--- config.mk ---
export PLATFORM = sky130hd
export DESIGN_NAME = lsu_mem_master
export DESIGN_NICKNAME = d
export VERILOG_FILES = /design/src/rtl/lsu_pkg.sv /design/src/rtl/lsu_align.sv /design/src/rtl/lsu_mem_master.sv
export SDC_FILE = /design/constraint.sdc
export NUM_CORES = 1
export LEC_CHECK = 0
export BUFFER_PORTS_ARGS = -buffer_cell sky130_fd_sc_hd__buf_2
export CORE_UTILIZATION = 45
export DETAILED_ROUTE_END_ITERATION = 8
export PLACE_DENSITY_LB_ADDON = 0.1
export SYNTH_ARGS = -nofsm -noshare
export SYNTH_HDL_FRONTEND = slang
export SYNTH_HIERARCHICAL = 1
export SYNTH_SLANG_ARGS = --single-unit
--- constraint.sdc ---
create_clock -name clk -period 5.2 [get_ports clk]
set_input_delay 0.78 -clock clk [delete_from_list [all_inputs] [get_ports clk]]
set_output_delay 0.78 -clock clk [all_outputs]
set_load 0.05 [all_outputs]
--- src/rtl/lsu_pkg.sv ---
// Shared definitions for the LSU data-memory initiator.
// Op size codes, FSM states and watchdog sizing.
package lsu_pkg;

    localparam logic [1:0] SZ_B = 2'b00;
    localparam logic [1:0] SZ_H = 2'b01;
    localparam logic [1:0] SZ_W = 2'b10;

    localparam int OP_ZEXT = 2;
    localparam int CNT_W   = 16;

    typedef enum logic [1:0] {
        ST_IDLE,
        ST_REQ,
        ST_WAIT,
        ST_DONE
    } state_t;

    function automatic logic misaligned(input logic [2:0] op,
                                        input logic [1:0] a);
        logic res;
        res = 1'b0;
        unique case (op[1:0])
            SZ_B:    res = 1'b0;
            SZ_H:    res = a[0];
            default: res = |a;
        endcase
        return res;
    endfunction

endpackage

--- src/rtl/lsu_align.sv ---
// Byte-lane steering: store mask and replicated write data,
// load lane extraction with sign or zero extension.
module lsu_align
    import lsu_pkg::*;
(
    input  logic        wen,
    input  logic [2:0]  op,
    input  logic [1:0]  addr_lo,
    input  logic [31:0] wdata,
    input  logic [31:0] rdata,
    output logic [3:0]  wmask,
    output logic [31:0] wdata_lane,
    output logic [31:0] rdata_ext
);

    logic [15:0] lane;
    logic [3:0]  mask;
    logic        sx;

    always_comb begin
        lane       = 16'(rdata >> {addr_lo, 3'b000});
        sx         = ~op[OP_ZEXT];
        mask       = 4'b1111;
        wdata_lane = wdata;
        rdata_ext  = rdata;
        // Shifts stay 4 bits wide, so lanes past byte 3 fall off.
        unique case (op[1:0])
            SZ_B: begin
                mask       = 4'b0001 << addr_lo;
                wdata_lane = {4{wdata[7:0]}};
                rdata_ext  = {{24{sx & lane[7]}}, lane[7:0]};
            end
            SZ_H: begin
                mask       = 4'b0011 << addr_lo;
                wdata_lane = {2{wdata[15:0]}};
                rdata_ext  = {{16{sx & lane[15]}}, lane};
            end
            default: begin
            end
        endcase
        wmask = wen ? mask : 4'b0000;
    end

endmodule

--- src/rtl/lsu_mem_master.sv ---
// LSU initiator: one outstanding PMEM access with watchdog.
// Optional LSU_MISALIGN_CHECK_EN rejects misaligned H/W accesses.
module lsu_mem_master
    import lsu_pkg::*;
#(
    parameter int ADDR_W  = 32,
    parameter int DATA_W  = 32,
    parameter int TIMEOUT = 255
) (
    input  logic              clk,
    input  logic              rst,
    input  logic              in_valid,
    output logic              in_ready,
    input  logic              in_wen,
    input  logic [2:0]        in_op,
    input  logic [ADDR_W-1:0] in_addr,
    input  logic [DATA_W-1:0] in_wdata,
    output logic              out_valid,
    input  logic              out_ready,
    output logic [DATA_W-1:0] out_rdata,
    output logic              out_err,
    output logic              mem_req_valid,
    input  logic              mem_req_ready,
    output logic              mem_req_wen,
    output logic [ADDR_W-1:0] mem_req_addr,
    output logic [DATA_W-1:0] mem_req_wdata,
    output logic [7:0]        mem_req_wmask,
    input  logic              mem_resp_valid,
    input  logic [DATA_W-1:0] mem_resp_rdata
);

    localparam logic [CNT_W-1:0] CNT_LAST = CNT_W'(TIMEOUT - 1);

    state_t              state, state_n;
    logic                wen_q;
    logic [2:0]          op_q;
    logic [ADDR_W-1:0]   addr_q;
    logic [DATA_W-1:0]   wdata_q;
    logic [CNT_W-1:0]    cnt_q;
    logic [DATA_W-1:0]   rdata_q;
    logic                err_q;

    logic                ld;
    logic                done_set;
    logic                done_err;
    logic [DATA_W-1:0]   done_data;
    logic                tmo_hit;
    logic [3:0]          lane_mask;
    logic [DATA_W-1:0]   lane_wdata;
    logic [DATA_W-1:0]   rdata_ext;

    lsu_align u_align (
        .wen        (wen_q),
        .op         (op_q),
        .addr_lo    (addr_q[1:0]),
        .wdata      (wdata_q),
        .rdata      (mem_resp_rdata),
        .wmask      (lane_mask),
        .wdata_lane (lane_wdata),
        .rdata_ext  (rdata_ext)
    );

    assign tmo_hit = (TIMEOUT != 0) && (cnt_q == CNT_LAST);

    always_comb begin
        state_n   = state;
        ld        = 1'b0;
        done_set  = 1'b0;
        done_err  = 1'b0;
        done_data = '0;
        unique case (state)
            ST_IDLE: begin
                if (in_valid) begin
                    ld      = 1'b1;
                    state_n = ST_REQ;
`ifdef LSU_MISALIGN_CHECK_EN
                    if (misaligned(in_op, in_addr[1:0])) begin
                        state_n  = ST_DONE;
                        done_set = 1'b1;
                        done_err = 1'b1;
                    end
`endif
                end
            end
            ST_REQ: begin
                if (mem_req_ready)
                    state_n = ST_WAIT;
            end
            ST_WAIT: begin
                // A response in the expiry cycle still wins.
                if (mem_resp_valid) begin
                    state_n   = ST_DONE;
                    done_set  = 1'b1;
                    done_data = wen_q ? '0 : rdata_ext;
                end else if (tmo_hit) begin
                    state_n  = ST_DONE;
                    done_set = 1'b1;
                    done_err = 1'b1;
                end
            end
            ST_DONE: begin
                if (out_ready)
                    state_n = ST_IDLE;
            end
            default: state_n = ST_IDLE;
        endcase
    end

    always_ff @(posedge clk) begin
        if (rst) begin
            state   <= ST_IDLE;
            wen_q   <= 1'b0;
            op_q    <= '0;
            addr_q  <= '0;
            wdata_q <= '0;
            cnt_q   <= '0;
            rdata_q <= '0;
            err_q   <= 1'b0;
        end else begin
            state <= state_n;
            if (ld) begin
                wen_q   <= in_wen;
                op_q    <= in_op;
                addr_q  <= in_addr;
                wdata_q <= in_wdata;
            end
            cnt_q <= (state == ST_WAIT) ? cnt_q + 1'b1 : '0;
            if (done_set) begin
                rdata_q <= done_data;
                err_q   <= done_err;
            end
        end
    end

    assign in_ready      = (state == ST_IDLE);
    assign out_valid     = (state == ST_DONE);
    assign out_rdata     = rdata_q;
    assign out_err       = err_q;
    assign mem_req_valid = (state == ST_REQ);
    assign mem_req_wen   = wen_q;
    assign mem_req_addr  = {addr_q[ADDR_W-1:2], 2'b00};
    assign mem_req_wdata = lane_wdata;
    assign mem_req_wmask = {4'b0000, lane_mask};

endmodule

[Yosys cells after proc, flatten, opt, wreduce, memory -nomap -nowiden]
Cells that the tools add are included.
Storage, ports and cells
  bits in registers: 119
  output and inout bits: 109
  word-level logic and storage cells: 49
Operators by class
  add/subtract/negate cells: 1
  equal/unequal tests: 9
  shift operators: 3
  multiplexer cells: 20
  bitwise gates (word level): 4
  reductions and logical operators: 4
Operator list (count)
  $pmux 32 s2: 2
  $mux 32: 3
  $shr 32x5->16: 1
  $add 16x1->16 const B: 1
  $eq 16x8->1 const B: 1
  $mux 2: 5
  $pmux 2 s4: 1
  $pmux 4 s2: 1
  $mux 1: 7
  $eq 2x1->1 const B: 2
  $eq 2x2->1 const B: 2
  $logic_not 2->1: 2
  $mux 4: 1
  $ne 2x1->1 const B: 2
  $reduce_and 4->1: 1
  $shl 1x2->4 const A: 1
  $shl 2x2->4 const A: 1
  $ne 3x3->1 const B: 1
  $and 1x1->1: 2
  $ne 2x2->1 const B: 1
  $not 1->1: 2
  $reduce_or 2->1: 1

[Logic depth before layout (Yosys ltp)]
  depth in word-level cells: 6
  gate-level depth with buffers: 8
  depth with buffers taken out: 6

[By module]
The synthesis kept the hierarchy.
By module, submodules not included
  lsu_mem_master: instances 1, cells an instance 517, area an instance 4565.6 um2
  lsu_align: instances 1, cells an instance 180, area an instance 1333.8 um2

[Worst setup path after synthesis]
No wires, ideal clock.
  path type: register -> output
  start point: register op_q[0]
  end point: output mem_req_wdata[24]
  data arrival time: 1948 ps
  required time: 4420 ps
  setup slack: 2472 ps
  cell stages (with the launch flop): 5
  path through: dfxtp_1 -> buf_2 -> buf_2 -> mux2i_1 -> o21ai_0
Between the ends
  longest elaborated chain between the ends: 2
  elaborated cells on any way between the ends: 3
  those cells by class: 1 x eq/ne; 1 x mux; 1 x reduce/logical
RTL lines
  start, declared: line lsu_mem_master.sv:36  | logic [2:0] op_q;
  start signal, assigned: line lsu_mem_master.sv:123  | op_q <= in_op;
  $eq 2x1->1 / $logic_not 2->1 (equally long branches): line lsu_align.sv:27  | unique case (op[1:0])
  $pmux 32 s2 (*): line lsu_align.sv:27
  end, declared: line lsu_mem_master.sv:26  | output logic [DATA_W-1:0] mem_req_wdata,
Mark *: on every way between the ends. The rest lies on a longest branch, timed or not.

[Worst setup path after layout]
  start point: register op_q[1]
  end point: output mem_req_wmask[2]
Between the ends
  longest elaborated chain between the ends: 3
  elaborated cells on any way between the ends: 4
  those cells by class: 1 x eq/ne; 2 x mux; 1 x reduce/logical
RTL lines
  $eq 2x1->1 / $logic_not 2->1 (equally long branches): line lsu_align.sv:27
  $pmux 4 s2 (*): line lsu_align.sv:27
  $mux 4 (*): line lsu_align.sv:41  | wmask = wen ? mask : 4'b0000;
  end, declared: line lsu_mem_master.sv:27  | output logic [7:0] mem_req_wmask,
Marks and branches as above.

==> flow_summary_export.csv <==
group,metric,value,unit
outcome,status,"complete, no violations",
worst_setup_path,crit_start,"op_q[1]",
sta,setup_tns,0,ns
pwr,combPwrFrac,35.3,%
routing,wirelength,16100,microns
cts,cts_sinks,119,
pwr,clkPwrFrac,34.1,%
sta,hold_viol,0,
flow_run,maxCapViolations,0,
synthesis,syn_area,5900,sq um
grt,grt_usage,23.3,%
die,die_w,117,microns
die,row_count,41,
pwr,seqPwrFrac,30.6,%
cts,clk_pin_slew,0.05,ns
grt,grt_pass1_vias,4988,
die,io_pins,215,
synthesis,yosysUniqueCellTypes,62,
synthesis,synth_edf_count,0,
cts,ctsResizeCount,0,
sta,rsz0062_at_grt,"no",
sta,relSlewSlack,35.7,%
synthesis,ys_seq_elements,119,
cts,clockRootBuffer,"clkbuf_16",
hold_path,hp-start,"addr_q[13]",
pwr,switchingPower,1.48,mW
cts,cts_tree,"yes",
synthesis,synthCells,697,
final_layout,diodes,0,
die,coreArea,12700,sq um
place,gp_congestion,0.856,
worst_setup_path,cp_slowest_stage_delay,0.81,ns
routing,ant_nets,0,
pwr,p_int,2.32,mW
worst_setup_path,worstSetupPathType,"reg2out",
pwr,p_leak,3.30,nW
final_layout,final_nets,954,
synthesis,synth-async-reset-ratio,0,%
pwr,irDropWorstVdd,297,uV
cts,postCtsSetupBuffers,0,
grt,grt_overflow_total,0,
grt,grt_max_degree,77,
pwr,sw_frac_of_total,39.0,%
worst_setup_path,critPathRequiredTime,4.42,ns
routing,firstDrtPassIters,5,
die,initial_utilization,46.4,%
worst_setup_path,cp-end-kind,"output port",
grt,antenna_found_initial,0,
routing,drc_errors,0,
pwr,power_density,521,nW/um^2
routing,wl_per_cell,15.7,microns
final_layout,final_common_cell,"buf_2",
final_layout,drive_gt1_share,33.6,%
worst_setup_path,cp_top_family,"buffers and inverters",
worst_setup_path,cp_num_buf_inv,2,
sta,whs,0.452,ns
sta,period_needed,3.34,ns
synthesis,synthFlopType,"dfxtp_1",
final_layout,fin_util,57.5,%
routing,drtIter0Drc,308,
sta,slew_violations,0,
cts,cts_hold_buf,0,
place,dpl.hpwl,11300,microns
synthesis,syn_avg_cell_area,8.46,sq um
worst_setup_path,reg2reg_from,"op_q[0]",
worst_setup_path,path_cells,"clkinv_1 -> a31oi_1 -> buf_2",
sta,setup_viol,0,
final_layout,syn2layout_area_growth,23.9,%
worst_setup_path,critPathLaunchType,"flip-flop",
sta,worst_pin_slew,0.963,ns
place,port-buffer-count,208,
synthesis,yosysSeqAreaShare,40.4,%
cts,cts_buffers,17,
die,die-area,13600,sq um
sta,fin_crit_sh,64.2,%
cts,cts-htree-levels,4,
hold_path,hold_path_class,"reg2reg",
sta,max_freq,300,MHz
routing,vias,5429,
die,die_h,117,microns
cts,clk_path_buf_depth,2,
worst_setup_path,critPathSlowestCell,"dfxtp_1",
grt,grt_pass1_wl,24200,microns
sta,finalClockSkew,0.00599,ns
cts,clock_latency,0.41,ns
synthesis,synth_warnings,6,
routing,drt-vias-per-instance,5.30,
worst_setup_path,cp_max_fo,23,
final_layout,most-common-layout-cells,"buf_2 (208), nand2_1 (172), dfxtp_1 (119), a21oi_1 (75), a22o_1 (30)",
worst_setup_path,cp.arrival,2.56,ns
==> synthesized netlist by cell type (4+ instances only) <==
master,instances,area [sq um]
nand2_1,173,649
dfxtp_1,119,2380
a21oi_1,75,375
buf_4,46,345
a22o_1,30,263
clkbuf_1,29,109
mux2_2,23,259
mux2i_1,18,180
inv_1,17,63.8
o21ai_0,17,85.1
nor2_1,15,56.3
o31ai_1,11,82.6
o211a_1,9,90.1
buf_2,8,40.0
buf_1,7,26.3
ha_1,7,87.6
o221ai_1,7,61.3
a22oi_1,6,45.0
o32ai_1,6,52.6
xnor2_1,6,52.6
nand3_1,5,25.0
buf_6,4,45.0
nand2b_1,4,25.0
==> worst reg2reg max path, stage by stage (launching register included) <==
cell and delay, ns:
dfxtp_1 0.95, nor2b_1 0.63, o221ai_1 0.27, o211a_1 0.19, a22o_1 0.22
==> power groups by stage <==
| stage | Combinational [mW] | Sequential [mW] | Clock [mW] |
|---|---|---|---|
| final | 1.35 | 1.16 | 1.30 |
| after global routing | 1.43 | 1.18 | 1.36 |
| after CTS | 1.35 | 1.16 | 1.32 |
| after detailed placement | 1.34 | 1.18 | 0 |
| after global placement | 1.33 | 1.17 | 0 |
| after floorplan | 1.08 | 1.21 | 0 |
==> metrics by stage <==
step / std cells / total power [mW] / cell area [sq um] / setup WS [ns]
finish: 1025 / 3.81 / 7310 / 1.86
floorplan: 702 / 2.30 / 5920 / 2.47
CTS: 1025 / 3.83 / 7310 / 1.90
global placement: 994 / 2.51 / 6660 / 2.37
global route: 1025 / 3.98 / 7310 / 1.65
detailed placement: 994 / 2.52 / 6660 / 2.32
==> layout make-up <==
| cell class | instances | area [sq um] |
|---|---|---|
| clock buffers | 23 | 488 |
| clock inverters | 8 | 168 |
| fillers | 1228 | 5410 |
| inverters | 18 | 67.6 |
| multi-input cells | 470 | 2900 |
| flip-flops and latches | 119 | 2380 |
| well taps | 172 | 215 |
| repair buffers | 215 | 1090 |
==> flip-flops by register name (all words and copies together), names as in the netlist <==
register	cells
addr_q	32
out_rdata	32
wdata_q	32
cnt_q	16
op_q	3
state	2
mem_req_wen	1
out_err	1
==> worst paths after layout <==
| kind | to | slack, ns | cells past startpoint |
|---|---|---|---|
| max reg2reg | out_rdata[11] | 2.84 | 4 |
| min reg2reg | addr_q[13] | 0.45 | 2 |
| min | addr_q[13] | 0.45 | 2 |
| max | mem_req_wmask[2] | 1.86 | 3 |
==> layer usage <==
metal / up-vias / part of all wire, % / GRT usage, %
li1: 2665 / - / -
met1: 2570 / 46 / 29.2
met2: 175 / 48 / 38.6
met3: 19 / 4.8 / 5.03
met4: 0 / 1.8 / 9.57
met5: - / 0 / 0
==> logic make-up after synthesis <==
| group | share of synthesized area, % |
|---|---|
| compound gates | 21.0 |
| simple gates | 16.9 |
| flops | 40.4 |
| other cells | 0.0636 |
| mux | 7.83 |
| fa+ha+maj | 1.48 |
| xor+xnor | 1.34 |
| buf+inv | 11.0 |
(Power assumes the default switching activity.)
